[config.mk]
export PLATFORM = sky130hd
export DESIGN_NAME = lcd_frame_scheduler
export DESIGN_NICKNAME = d
export VERILOG_FILES = /design/src/rtl/lcd_frame_scheduler.sv
export SDC_FILE = /design/constraint.sdc
export NUM_CORES = 1
export LEC_CHECK = 0
export ABC_AREA = 1
export ABC_CLOCK_PERIOD_IN_PS = 4400
export CAP_MARGIN = 20
export CORE_MARGIN = 3
export CORE_UTILIZATION = 44
export DETAILED_ROUTE_END_ITERATION = 10
export PLACE_DENSITY_LB_ADDON = 0.12
export REMOVE_ABC_BUFFERS = 1
export SETUP_SLACK_MARGIN = 0.1
export SLEW_MARGIN = 20
export SYNTH_ARGS = -nofsm -noshare
export SYNTH_HDL_FRONTEND = slang
export SYNTH_SLANG_ARGS = --single-unit
[constraint.sdc]
create_clock -name clk_12 -period 4.4 [get_ports clk_12]
set_input_delay 1.1 -clock clk_12 [delete_from_list [all_inputs] [get_ports clk_12]]
set_output_delay 1.1 -clock clk_12 [all_outputs]
set_load 0.005 [all_outputs]
[src/rtl/lcd_frame_scheduler.sv]
// Frame-granular round-robin scheduler in front of the LCD pixel FIFO write port.
// Optional stall abort with colour padding is enabled by defining LCD_SCHED_TIMEOUT_EN.
module lcd_frame_scheduler #(
  parameter int          NUM_SRC   = 3,
  parameter int          H_ACTIVE  = 480,
  parameter int          V_ACTIVE  = 272,
  parameter int          TIMEOUT   = 1024,
  parameter logic [23:0] PAD_COLOR = 24'h000000
) (
  input  logic                    clk_12,
  input  logic                    rst,
  input  logic [NUM_SRC-1:0]      req,
  output logic [NUM_SRC-1:0]      new_frame,
  input  logic [NUM_SRC-1:0]      src_valid,
  input  logic [24*NUM_SRC-1:0]   src_color,
  output logic [NUM_SRC-1:0]      src_ready,
  output logic [23:0]             fifo_data,
  output logic                    fifo_wrreq,
  input  logic                    fifo_full,
  input  logic                    fifo_empty,
  output logic [NUM_SRC-1:0]      grant,
  output logic                    busy,
  output logic                    frame_done,
  output logic                    aborted
);

  localparam int PIX_TOTAL = H_ACTIVE * V_ACTIVE;
  localparam int CNT_W     = (PIX_TOTAL > 1) ? $clog2(PIX_TOTAL) : 1;
  localparam int SEL_W     = $clog2(NUM_SRC);
  localparam logic [CNT_W-1:0] LAST_PIX = CNT_W'(PIX_TOTAL - 1);
  localparam logic [SEL_W-1:0] LAST_SRC = SEL_W'(NUM_SRC - 1);

  localparam logic [2:0] IDLE   = 3'd0;
  localparam logic [2:0] START  = 3'd1;
  localparam logic [2:0] STREAM = 3'd2;
  localparam logic [2:0] DRAIN  = 3'd3;
`ifdef LCD_SCHED_TIMEOUT_EN
  localparam logic [2:0] PAD    = 3'd4;
  localparam int STALL_W = $clog2(TIMEOUT + 1);
  localparam logic [STALL_W-1:0] STALL_LAST = STALL_W'(TIMEOUT - 1);
`endif

  logic [2:0]         state_r;
  logic [NUM_SRC-1:0] grant_r;
  logic [NUM_SRC-1:0] new_frame_r;
  logic [SEL_W-1:0]   sel_r;
  logic [SEL_W-1:0]   ptr_r;
  logic [CNT_W-1:0]   pix_cnt_r;
  logic               busy_r;
  logic               frame_done_r;
  logic               aborted_r;
`ifdef LCD_SCHED_TIMEOUT_EN
  logic [STALL_W-1:0] stall_cnt_r;
`else
  logic               unused_cfg_s;
  assign unused_cfg_s = (^PAD_COLOR) ^ (TIMEOUT > 0);
`endif

  logic               pick_valid_s;
  logic [SEL_W-1:0]   pick_idx_s;
  logic               sel_valid_s;
  logic [23:0]        sel_color_s;
  logic               xfer_s;

  // Round-robin search: first requester at or after the pointer, wrapping.
  always_comb begin
    pick_valid_s = 1'b0;
    pick_idx_s   = {SEL_W{1'b0}};
    for (int k = NUM_SRC - 1; k >= 0; k--) begin
      pick_valid_s = pick_valid_s | req[(int'(ptr_r) + k) % NUM_SRC];
      pick_idx_s   = req[(int'(ptr_r) + k) % NUM_SRC] ?
                     SEL_W'((int'(ptr_r) + k) % NUM_SRC) : pick_idx_s;
    end
  end

  // One-hot AND-OR mux of the owner's pixel stream.
  always_comb begin
    sel_valid_s = 1'b0;
    sel_color_s = 24'h000000;
    for (int i = 0; i < NUM_SRC; i++) begin
      sel_valid_s = sel_valid_s | (grant_r[i] & src_valid[i]);
      sel_color_s = sel_color_s | ({24{grant_r[i]}} & src_color[24*i +: 24]);
    end
  end

  // Zero-latency FIFO write path and back-pressure towards the owner.
  always_comb begin
    src_ready  = {NUM_SRC{1'b0}};
    fifo_wrreq = 1'b0;
    fifo_data  = 24'h000000;
    xfer_s     = 1'b0;
    case (state_r)
      STREAM: begin
        src_ready  = fifo_full ? {NUM_SRC{1'b0}} : grant_r;
        xfer_s     = sel_valid_s & ~fifo_full;
        fifo_wrreq = xfer_s;
        fifo_data  = xfer_s ? sel_color_s : 24'h000000;
      end
`ifdef LCD_SCHED_TIMEOUT_EN
      PAD: begin
        fifo_wrreq = ~fifo_full;
        fifo_data  = fifo_full ? 24'h000000 : PAD_COLOR;
      end
`endif
      default: begin
        src_ready  = {NUM_SRC{1'b0}};
        fifo_wrreq = 1'b0;
        fifo_data  = 24'h000000;
      end
    endcase
  end

  // Frame FSM: arbitration, pixel counting and drain hand-off.
  always_ff @(posedge clk_12) begin
    if (!rst) begin
      state_r      <= IDLE;
      grant_r      <= {NUM_SRC{1'b0}};
      new_frame_r  <= {NUM_SRC{1'b0}};
      sel_r        <= {SEL_W{1'b0}};
      ptr_r        <= {SEL_W{1'b0}};
      pix_cnt_r    <= {CNT_W{1'b0}};
      busy_r       <= 1'b0;
      frame_done_r <= 1'b0;
      aborted_r    <= 1'b0;
`ifdef LCD_SCHED_TIMEOUT_EN
      stall_cnt_r  <= {STALL_W{1'b0}};
`endif
    end else begin
      new_frame_r  <= {NUM_SRC{1'b0}};
      frame_done_r <= 1'b0;
      aborted_r    <= 1'b0;
      case (state_r)
        IDLE: begin
          if (pick_valid_s) begin
            grant_r <= NUM_SRC'(1) << pick_idx_s;
            sel_r   <= pick_idx_s;
            busy_r  <= 1'b1;
            state_r <= START;
          end else begin
            state_r <= IDLE;
          end
        end
        START: begin
          new_frame_r <= grant_r;
          pix_cnt_r   <= {CNT_W{1'b0}};
`ifdef LCD_SCHED_TIMEOUT_EN
          stall_cnt_r <= {STALL_W{1'b0}};
`endif
          state_r     <= STREAM;
        end
        STREAM: begin
          // The final pixel leaves the counter parked so it can never wrap.
          if (xfer_s) begin
            if (pix_cnt_r == LAST_PIX) begin
              state_r <= DRAIN;
            end else begin
              pix_cnt_r <= pix_cnt_r + CNT_W'(1);
            end
`ifdef LCD_SCHED_TIMEOUT_EN
            stall_cnt_r <= {STALL_W{1'b0}};
          end else if (!sel_valid_s && !fifo_full) begin
            if (stall_cnt_r == STALL_LAST) begin
              aborted_r <= 1'b1;
              state_r   <= PAD;
            end else begin
              stall_cnt_r <= stall_cnt_r + STALL_W'(1);
            end
`endif
          end else begin
            state_r <= STREAM;
          end
        end
`ifdef LCD_SCHED_TIMEOUT_EN
        PAD: begin
          if (!fifo_full) begin
            if (pix_cnt_r == LAST_PIX) begin
              state_r <= DRAIN;
            end else begin
              pix_cnt_r <= pix_cnt_r + CNT_W'(1);
            end
          end else begin
            state_r <= PAD;
          end
        end
`endif
        DRAIN: begin
          if (fifo_empty) begin
            frame_done_r <= 1'b1;
            grant_r      <= {NUM_SRC{1'b0}};
            busy_r       <= 1'b0;
            ptr_r        <= (sel_r == LAST_SRC) ? {SEL_W{1'b0}} : sel_r + SEL_W'(1);
            state_r      <= IDLE;
          end else begin
            state_r <= DRAIN;
          end
        end
        default: begin
          grant_r <= {NUM_SRC{1'b0}};
          busy_r  <= 1'b0;
          state_r <= IDLE;
        end
      endcase
    end
  end

  assign grant      = grant_r;
  assign new_frame  = new_frame_r;
  assign busy       = busy_r;
  assign frame_done = frame_done_r;
`ifdef LCD_SCHED_TIMEOUT_EN
  assign aborted    = aborted_r;
`else
  assign aborted    = 1'b0;
`endif

endmodule

==> summary.txt <==
Run status
  • Status: finished clean

Yosys
  • Dominant cell type by area after synthesis: dfxtp_1
  • Synth Area in Adders: 3.75%
  • Synth Instances: 404
  • Area contributors post-synth: dfxtp_1 27%, nand2_1 24%, nand3_1 6.9%, inv_1 6.6%, a31oi_1 6.4%
  • Yosys reg bits: 31
  • Sequential area share after synthesis: 26.6%
  • Post-synthesis mux area share: 0%
  • Syn. warnings: 0
  • Post-synthesis compound-gate area fraction: 16.2%
  • Largest family of logic cells by synthesized area: simple AND/OR/NAND/NOR gates
  • Top cell type's share of synthesized area: 26.6%
  • XOR/XNOR Fraction of Synth Area: 0.750%
  • Number of distinct library cells after synthesis: 28
  • Syn Area/Cell: 5.78 um^2
  • Cell Area, Synth: 2330 um^2
  • Simple-gate share of the synthesized area: 41.7%

Clocking
  • Post-CTS Resized: 0
  • Clock tree buffer depth: 2
  • Htree depth: 2
  • Num Clock Sinks: 31
  • CTS tree: built
  • CTS Root Cell: clkbuf_8
  • Post-CTS Setup Inserts: 0
  • Clock transition at the registers of the reported paths: 0.07 ns
  • TritonCTS buffer count: 5
  • Clk_lat worst skew: 0.28 ns
  • Hold_buf cts: 0

Critical path
  • CP max FO: 25
  • Worst setup endpoint: fifo_data[4]
  • Reg2reg setup slack: 2.08 ns
  • CP Class: in2out
  • Critical Path RT: 3.30 ns
  • Crit path launch: src_valid[0]
  • Reg2reg path depth: 8
  • Worst R2R Start: state_r[0]$_SDFFE_PN0P_
  • Worst r2r dst: pix_cnt_r[11]$_SDFFE_PN0P_
  • CP arrival: 2.93 ns
  • Critical path capture point type: primary output
  • Setup crit start kind: input pin

Pwr
  • Combinational fraction of design power: 33.4%
  • NetSw: 0.265 mW
  • Power Total: 0.833 mW
  • Pleak: 1.30 nW
  • Power per cell area: 230 nW/um^2
  • Clock share of power: 29.4%
  • Cell Int Power: 0.567 mW
  • Reg power frac: 37.2%
  • Switching Fraction: 31.9%
  • VDD IR max: 268 uV

Drt
  • Via count: 2,966
  • First-pass DRT Iterations: 4
  • Wire per inst: 14.1 um
  • Antenna-violating nets left: 0
  • Drt drc: 0
  • Initial drt markers: 187
  • Final wirelength: 8200 um
  • Vias/cell: 5.10

Placement
  • Port buffer count: 117
  • RePlAce Congestion: 0.896
  • Post-DP HPWL: 6460 um

Timing
  • Final setup fails: 0
  • Setup TNS: 0 ns
  • Max Slew Vio Count: 0
  • Worst slew pin tran: 0.682 ns
  • Setup Skew: 0.00852 ns
  • RSZ-0062 raised after global routing: no
  • Fmax: 248 MHz
  • Period Utilization, post-route: 91.5%
  • Min Tclk post-route: 4.03 ns
  • Headroom to the max-slew limit: 54.5%
  • Hold Violations, Final: 0

Floorplanning
  • DIE HEIGHT: 78.8 um
  • IO Pins: 119
  • Starting Density: 47.5%
  • Die area: 6220 um^2
  • Site Rows: 25
  • Core Footprint: 4910 um^2
  • Die W: 78.8 um

Global routing
  • Pin count of the biggest net entering global routing: 28
  • Vias in the first global route: 2,613
  • Initial antenna violation count: 0
  • GRT Overall Usage: 25.7%
  • Grt ovf: 0
  • First-pass GRT wire length: 12,800 um

Layout
  • Antenna fix cells: 0
  • Final #Nets: 603
  • Area delta synth->final: 55.1%
  • Share of layout cells above drive strength 1: 3.69%

Job
  • Max_cap viols: 0

Hold path
  • Hold Path Class: reg2reg
-- logic make-up after synthesis --
logic type,count (synthesis)
buf+inv,60
fa+ha+maj,7
simple gates,236
xor+xnor,2
compound gates,67
other cells,1
flops,31
-- state kept, by name (all words and copies together), names as in the netlist --
name and cells:
sel_r 2, new_frame 3, busy 1, state_r 2, ptr_r 2, frame_done 1, grant 3, pix_cnt_r 17
-- worst min-delay path by stage --
stage | slack, ns | endpoint | start | cells past startpoint
floorplan | 0.44 | sel_r[1]$_SDFFE_PN0P_ | sel_r[1]$_SDFFE_PN0P_ | 2
global placement | 0.47 | sel_r[1]$_SDFFE_PN0P_ | sel_r[1]$_SDFFE_PN0P_ | 2
detailed placement | 0.47 | sel_r[1]$_SDFFE_PN0P_ | sel_r[1]$_SDFFE_PN0P_ | 2
CTS | 0.49 | busy$_SDFFE_PN0P_ | busy$_SDFFE_PN0P_ | 2
global route | 0.52 | busy$_SDFFE_PN0P_ | busy$_SDFFE_PN0P_ | 2
finish | 0.48 | busy$_SDFFE_PN0P_ | busy$_SDFFE_PN0P_ | 2
-- worst max-delay path: stages --
cell	delay, ns
clkdlybuf4s50_1	0.45
nand2_1	0.05
nand3_1	0.07
nand2_1	0.05
inv_1	0.06
nand2_2	0.28
a31oi_1	0.31
clkdlybuf4s50_1	0.55
-- synth_stat cells (all sizes together) --
cell type and count:
nand2 152, inv 43, nor2 40, nand3 32
dfxtp 31, a21oi 27, a31oi 24, o21ai 12
clkbuf 10, buf 7, ha 7, nor3 7
nand4 4, o21bai 2, a211oi 1, a21boi 1
conb 1, or2 1, xnor2 1, xor2 1
-- power groups by stage --
stage | clock, mW | combinational, mW | sequential, mW
floorplan | 0 | 0.121 | 0.331
global placement | 0 | 0.272 | 0.315
detailed placement | 0 | 0.276 | 0.315
CTS | 0.246 | 0.279 | 0.310
global route | 0.258 | 0.310 | 0.312
finish | 0.245 | 0.278 | 0.310
-- through the flow --
step	instances	area [um^2]	hold WS, ns	utilization [%]	setup slack [ns]
global placement	574	3520	0.467	71.7	0.443
floorplan	387	2240	0.444	-	1.55
detailed placement	574	3520	0.472	71.7	0.388
global route	582	3620	0.516	73.8	0.255
finish	582	3620	0.482	73.8	0.373
CTS	582	3620	0.490	73.8	0.381
-- layout make-up --
cell class	instances	area, um^2
fill	422	1290
sequential	31	621
tap	67	83.8
multi-input combinational	313	1460
inverter	43	161
clock buffer	8	100
timing repair buffer	120	1190
-- layer usage --
| metal | vias to the layer above | global-route usage [%] | share of wire (%) |
|---|---|---|---|
| li1 | 1523 | - | - |
| met4 | 0 | 7.73 | 2.2 |
| met3 | 18 | 6.12 | 7.4 |
| met1 | 1321 | 30.8 | 43 |
| met5 | - | 0 | 0 |
| met2 | 104 | 45.5 | 48 |
-- cells in the final DEF (no fill, tap or decap), types with 7 or more instances in the layout --
master and count:
nor3_1 7, clkbuf_8 7, nor2_1 38, a21oi_1 27, nand2_1 149, dfxtp_1 31, clkdlybuf4s50_1 117, o21ai_0 10
ha_1 7, nand3_1 32, a31oi_1 24, inv_1 41
(Power assumes the default switching activity.)
